`config.mk`:
```
export PLATFORM = sky130hd
export DESIGN_NAME = subterranean_stream_arbiter
export DESIGN_NICKNAME = d
export VERILOG_FILES = /design/src/rtl/subterranean_stream_arbiter.sv
export SDC_FILE = /design/constraint.sdc
export NUM_CORES = 1
export LEC_CHECK = 0
export CAP_MARGIN = 20
export CORE_AREA = 2 2 100 102
export CTS_CLUSTER_DIAMETER = 60
export DETAILED_ROUTE_END_ITERATION = 12
export DIE_AREA = 0 0 102 104
export SLEW_MARGIN = 15
export SYNTH_ARGS = -nofsm -noshare
export SYNTH_HDL_FRONTEND = slang
export SYNTH_SLANG_ARGS = --single-unit
```
`constraint.sdc`:
```
create_clock -name clk -period 2.7 [get_ports clk]
set_input_delay 0.54 -clock clk [delete_from_list [all_inputs] [get_ports clk]]
set_output_delay 0.54 -clock clk [all_outputs]
set_load 0.02 [all_outputs]
```
`src/rtl/subterranean_stream_arbiter.sv`:
```
// Session arbiter in front of a single subterranean_stream core.
// A client holds c_req for a whole session. It is granted round-robin and
// is then wired straight through to the core with zero latency. When the
// client drops its request, the arbiter drains the core in RELEASE until
// the core reports idle.
module subterranean_stream_arbiter #(
  parameter int N_CLIENTS = 2,
  parameter int ID_W      = 3
) (
  input  logic                    clk,
  input  logic                    arstn,
  input  logic [N_CLIENTS-1:0]    c_req,
  output logic [N_CLIENTS-1:0]    c_gnt,
  input  logic [4*N_CLIENTS-1:0]  c_inst,
  input  logic [N_CLIENTS-1:0]    c_inst_valid,
  output logic [N_CLIENTS-1:0]    c_inst_ready,
  input  logic [32*N_CLIENTS-1:0] c_din,
  input  logic [3*N_CLIENTS-1:0]  c_din_size,
  input  logic [N_CLIENTS-1:0]    c_din_last,
  input  logic [N_CLIENTS-1:0]    c_din_valid,
  output logic [N_CLIENTS-1:0]    c_din_ready,
  output logic [32*N_CLIENTS-1:0] c_dout,
  output logic [3*N_CLIENTS-1:0]  c_dout_size,
  output logic [N_CLIENTS-1:0]    c_dout_last,
  output logic [N_CLIENTS-1:0]    c_dout_valid,
  input  logic [N_CLIENTS-1:0]    c_dout_ready,
  output logic [3:0]              m_inst,
  output logic                    m_inst_valid,
  input  logic                    m_inst_ready,
  output logic [31:0]             m_din,
  output logic [2:0]              m_din_size,
  output logic                    m_din_last,
  output logic                    m_din_valid,
  input  logic                    m_din_ready,
  input  logic [31:0]             m_dout,
  input  logic [2:0]              m_dout_size,
  input  logic                    m_dout_last,
  input  logic                    m_dout_valid,
  output logic                    m_dout_ready,
  output logic                    busy,
  output logic [ID_W-1:0]         grant_id
);

  typedef enum logic [1:0] {
    IDLE    = 2'd0,
    BUSY    = 2'd1,
    RELEASE = 2'd2
  } state_e;

  state_e                 state_q, state_d;
  logic [N_CLIENTS-1:0]   gnt_q, gnt_d;
  logic [ID_W-1:0]        grant_id_q, grant_id_d;
  logic [ID_W-1:0]        rr_q, rr_d;

  logic                   req_found;
  logic [ID_W-1:0]        pick;
  logic [ID_W-1:0]        pick_next;
  logic                   owner_req;

  // Round-robin search: the first requester at or after rr_q, wrapping N-1 -> 0.
  always_comb begin
    // NOTE: every combinational output gets a default first, so no path can infer a latch.
    req_found = 1'b0;
    pick      = '0;
    pick_next = '0;
    for (int k = 0; k < N_CLIENTS; k++) begin
      for (int i = 0; i < N_CLIENTS; i++) begin
        if (!req_found && c_req[i] &&
            ((int'(rr_q) + k == i) || (int'(rr_q) + k == i + N_CLIENTS))) begin
          req_found = 1'b1;
          pick      = ID_W'(i);
          pick_next = (i == N_CLIENTS - 1) ? '0 : ID_W'(i + 1);
        end
      end
    end
  end

  // Request line of the client that currently owns the session.
  always_comb begin
    owner_req = 1'b0;
    for (int i = 0; i < N_CLIENTS; i++) begin
      if (grant_id_q == ID_W'(i)) owner_req = c_req[i];
    end
  end

  // Next-state logic for the session FSM and its registered outputs.
  always_comb begin
    state_d    = state_q;
    gnt_d      = gnt_q;
    grant_id_d = grant_id_q;
    rr_d       = rr_q;
    case (state_q)
      IDLE: begin
        if (req_found) begin
          state_d    = BUSY;
          gnt_d      = {{(N_CLIENTS-1){1'b0}}, 1'b1} << pick;
          grant_id_d = pick;
          rr_d       = pick_next;
        end
      end
      BUSY: begin
        if (!owner_req) begin
          state_d = RELEASE;
          gnt_d   = '0;
        end
      end
      RELEASE: begin
        if (m_inst_ready) begin
          state_d    = IDLE;
          grant_id_d = '0;
        end
      end
      default: begin
        state_d    = IDLE;
        gnt_d      = '0;
        grant_id_d = '0;
      end
    endcase
  end

  // State registers; reset aborts any session in flight together with the core.
  always_ff @(posedge clk) begin
    // NOTE: reset is sampled on the clock edge only, so arstn is not in the sensitivity list.
    if (!arstn) begin
      state_q    <= IDLE;
      gnt_q      <= '0;
      grant_id_q <= '0;
      rr_q       <= '0;
    end else begin
      // NOTE: sequential state uses non-blocking assignments so all registers update together.
      state_q    <= state_d;
      gnt_q      <= gnt_d;
      grant_id_q <= grant_id_d;
      rr_q       <= rr_d;
    end
  end

  // Zero-latency passthrough between the owning client and the core.
  always_comb begin
    m_inst       = '0;
    m_inst_valid = 1'b0;
    m_din        = '0;
    m_din_size   = '0;
    m_din_last   = 1'b0;
    m_din_valid  = 1'b0;
    m_dout_ready = 1'b0;
    c_inst_ready = '0;
    c_din_ready  = '0;
    c_dout       = '0;
    c_dout_size  = '0;
    c_dout_last  = '0;
    c_dout_valid = '0;
    for (int i = 0; i < N_CLIENTS; i++) begin
      if (state_q == BUSY && grant_id_q == ID_W'(i)) begin
        m_inst                = c_inst[i*4 +: 4];
        m_inst_valid          = c_inst_valid[i];
        m_din                 = c_din[i*32 +: 32];
        m_din_size            = c_din_size[i*3 +: 3];
        m_din_last            = c_din_last[i];
        m_din_valid           = c_din_valid[i];
        m_dout_ready          = c_dout_ready[i];
        c_inst_ready[i]       = m_inst_ready;
        c_din_ready[i]        = m_din_ready;
        c_dout[i*32 +: 32]    = m_dout;
        c_dout_size[i*3 +: 3] = m_dout_size;
        c_dout_last[i]        = m_dout_last;
        c_dout_valid[i]       = m_dout_valid;
      end
    end
    // Leftover core output after the session is swallowed, not forwarded.
    if (state_q == RELEASE) m_dout_ready = 1'b1;
  end

  assign c_gnt    = gnt_q;
  assign grant_id = grant_id_q;
  assign busy     = (state_q != IDLE);

endmodule

```
==> results.sh <==
export IMPL_clock_latency_ns=0.23
export IMPL_ant_nets=0
export IMPL_core_sq_mm=0.00955
export IMPL_status="finished, final reports clean"
export IMPL_finish_net_count=559
export IMPL_layout_min_cycle_time_ns=2.58
export IMPL_skew_ns=0.00186
export IMPL_grt_pass1_vias=2200
export IMPL_yosys_area_share_adder=0
export IMPL_critPathCaptureType="primary output"
export IMPL_r2r_cells=4
export IMPL_power_density_mw_per_mm2=248
export IMPL_hold_path_class="flop to flop"
export IMPL_yosysTopAreaCellShare=0.351
export IMPL_drv_slew=0
export IMPL_clk_pin_slew_ns=0.04
export IMPL_multi_input_area_sq_mm=0.00109
export IMPL_hold_viol_final=0
export IMPL_vdd_ir_drop_max_v=0.000245
export IMPL_regArea_sq_um=123
export IMPL_fin_crit_sh=0.957
export IMPL_hold_depth=2
export IMPL_cts_tree="done"
export IMPL_root_buffer="clkbuf_8"
export IMPL_synth_area_leaders="and2_1 35%, a22o_1 26%, dfxtp_1 8.4%"
export IMPL_nFillCells=971
export IMPL_n_antenna_cell=0
export IMPL_start_util=0.149
export IMPL_netlist_area_sq_mm=0.00143
export IMPL_wl_microns=9530
export IMPL_placementRows=36
export IMPL_synth_top_area_cell="and2_1"
export IMPL_ys_types=30
export IMPL_dp_hpwl_microns=7890
export IMPL_ios=256
export IMPL_wire_per_inst_microns=17.0
export IMPL_synth_simple_area_share=0.429
export IMPL_grt_max_degree=77
export IMPL_maxCapViolations=0
export IMPL_place_congestion=0.842
export IMPL_critPathArrivalTime_ns=2.04
export IMPL_drc_errors=0
export IMPL_synth_xor_area_share=0
export IMPL_cp_start_kind="flop"
export IMPL_timing_fmax_mhz=387
export IMPL_setup_viol=0
export IMPL_clock_sinks=6
export IMPL_placed_cells=556
export IMPL_tns_ns=0
export IMPL_via_per_inst=4.03
export IMPL_syn_to_final_growth_pct=186
export IMPL_chipHeight_microns=104
export IMPL_grt_pass1_wl_microns=13200
export IMPL_ys_warn_count=0
export IMPL_synth_compound_gate_area_share=0.318
export IMPL_vias=2261
export IMPL_grt_usage=0.160
export IMPL_numPortBuffers=253
export IMPL_synthMuxAreaShare=0.0140
export IMPL_cts_max_level=1
export IMPL_grt_antenna_before_repair=0
export IMPL_cts_buffers=3
export IMPL_synth_seq_area_share=0.0842
export IMPL_drt_first_pass_iters=4
export IMPL_synth_top_family_by_area="simple AND/OR/NAND/NOR gates"
export IMPL_grt_ovfl_total=0
export IMPL_clockBufferDepth=2
export IMPL_rsz0062_at_grt="no"
export IMPL_power_leakage_uw=0.00155
export IMPL_fp_dieArea_sq_mm=0.0106
export IMPL_syn_instance_count=186
export IMPL_die_w_microns=102
export IMPL_required_ns=2.16
export IMPL_stdcell_count=561
export IMPL_synth_seq_cells=6
export IMPL_postSynthAreaPerCell_sq_um=7.67
export IMPL_path_max_fanout=38
export IMPL_final_layout_size_suffix_gt1_frac=0.0561
export IMPL_path_class="flop to primary output"
export IMPL_drt_initial_drc_count=65
## synth_stat cells
master / instances
a21boi_0: 2
a21oi_1: 1
a22o_1: 42
a2bb2oi_1: 1
a32oi_1: 1
and2_1: 80
and3_4: 1
buf_12: 1
buf_2: 5
buf_4: 3
buf_6: 5
buf_8: 4
clkbuf_2: 5
conb_1: 1
dfxtp_1: 6
inv_1: 2
mux2i_1: 2
nand2_1: 4
nand2b_1: 4
nand2b_4: 1
nand3_1: 1
nor2_1: 4
nor2_4: 1
nor2b_1: 1
nor4b_1: 1
o21ai_0: 3
o21ba_2: 1
o22ai_1: 1
o2bb2ai_1: 1
o311ai_0: 1
## final cells by class
type / count / area share
Timing Repair Buffer: 261 / 0.649
Multi-Input combinational cell: 156 / 0.268
Tap cell: 133 / 0.0408
Sequential cell: 6 / 0.0301
Clock buffer: 3 / 0.0101
Inverter: 2 / 0.00184
## power by group
part	total (uW)	internal (uW)	switching (uW)
logic	765	439	326
registers	109	97.1	11.8
clock network	138	96.0	41.8
total	1010	632	379
## logic make-up (layout without fill, tap and decap cells)
logic type,after synthesis,count (layout)
and+or+nand+nor,98,98
DFF,6,6
other,1,2
muxes,2,2
buffers and inverters,25,266
AOI/OAI and AO/OA,54,54
## sequential cells by signal, summed over array words and instances (netlist names)
register	count
c_gnt	2
state_q	2
grant_id	1
rr_q	1
## critical path, stage by stage (launching register included)
cell and delay [ns]:
dfxtp_1 0.39, nand2b_4 0.19, nor2_4 0.17, buf_12 0.22, a22o_1 0.17, clkdlybuf4s50_1 0.65
## repair_timing
item | CTS | global route
gates cloned | 0 | 1
pin swaps | 1 | 0
hold buffers | 0 | 0
setup buffers | 1 | 0
gates resized for setup | 1 | 2
setup endpoints to repair | 7 | 8
## stage by stage
stage	cell area (sq um)	power [uW]	utilization	hold WS [ns]	worst slack, ns
finish	4080	1010	0.427	0.490	0.115
global route	4080	1060	0.427	0.545	0.00452
CTS	4050	1010	0.424	0.495	0.0611
detailed placement	4000	864	0.419	0.480	0.204
global placement	4000	862	0.419	0.485	0.275
floorplan	1430	429	-	0.490	0.840
## routing by layer
layer	up-vias	track usage	wire (microns)	part of all wire
met5	-	0	0	0
met4	0	0.0486	244	0.026
met3	19	0.0598	1090	0.11
met2	121	0.273	4590	0.48
met1	995	0.183	3610	0.38
li1	1126	-	-	-
## worst paths after layout
path | start | end | slack (ns)
setup reg to reg | grant_id[0] | c_gnt[0] | 1.55
hold / removal | c_gnt[1] | c_gnt[1] | 0.49
hold reg to reg | c_gnt[1] | c_gnt[1] | 0.49
setup / recovery | state_q[1] | m_din[22] | 0.12
## layout by cell type (no fill, tap or decap), drive strengths merged, types with 3 or more instances in the layout
cell	n
a22o	42
and2	80
buf	14
clkbuf	4
clkdlybuf4s50	245
dfxtp	6
nand2	4
nand2b	5
nor2	5
o21ai	3
No activity file was read; power rests on OpenSTA's default activity.
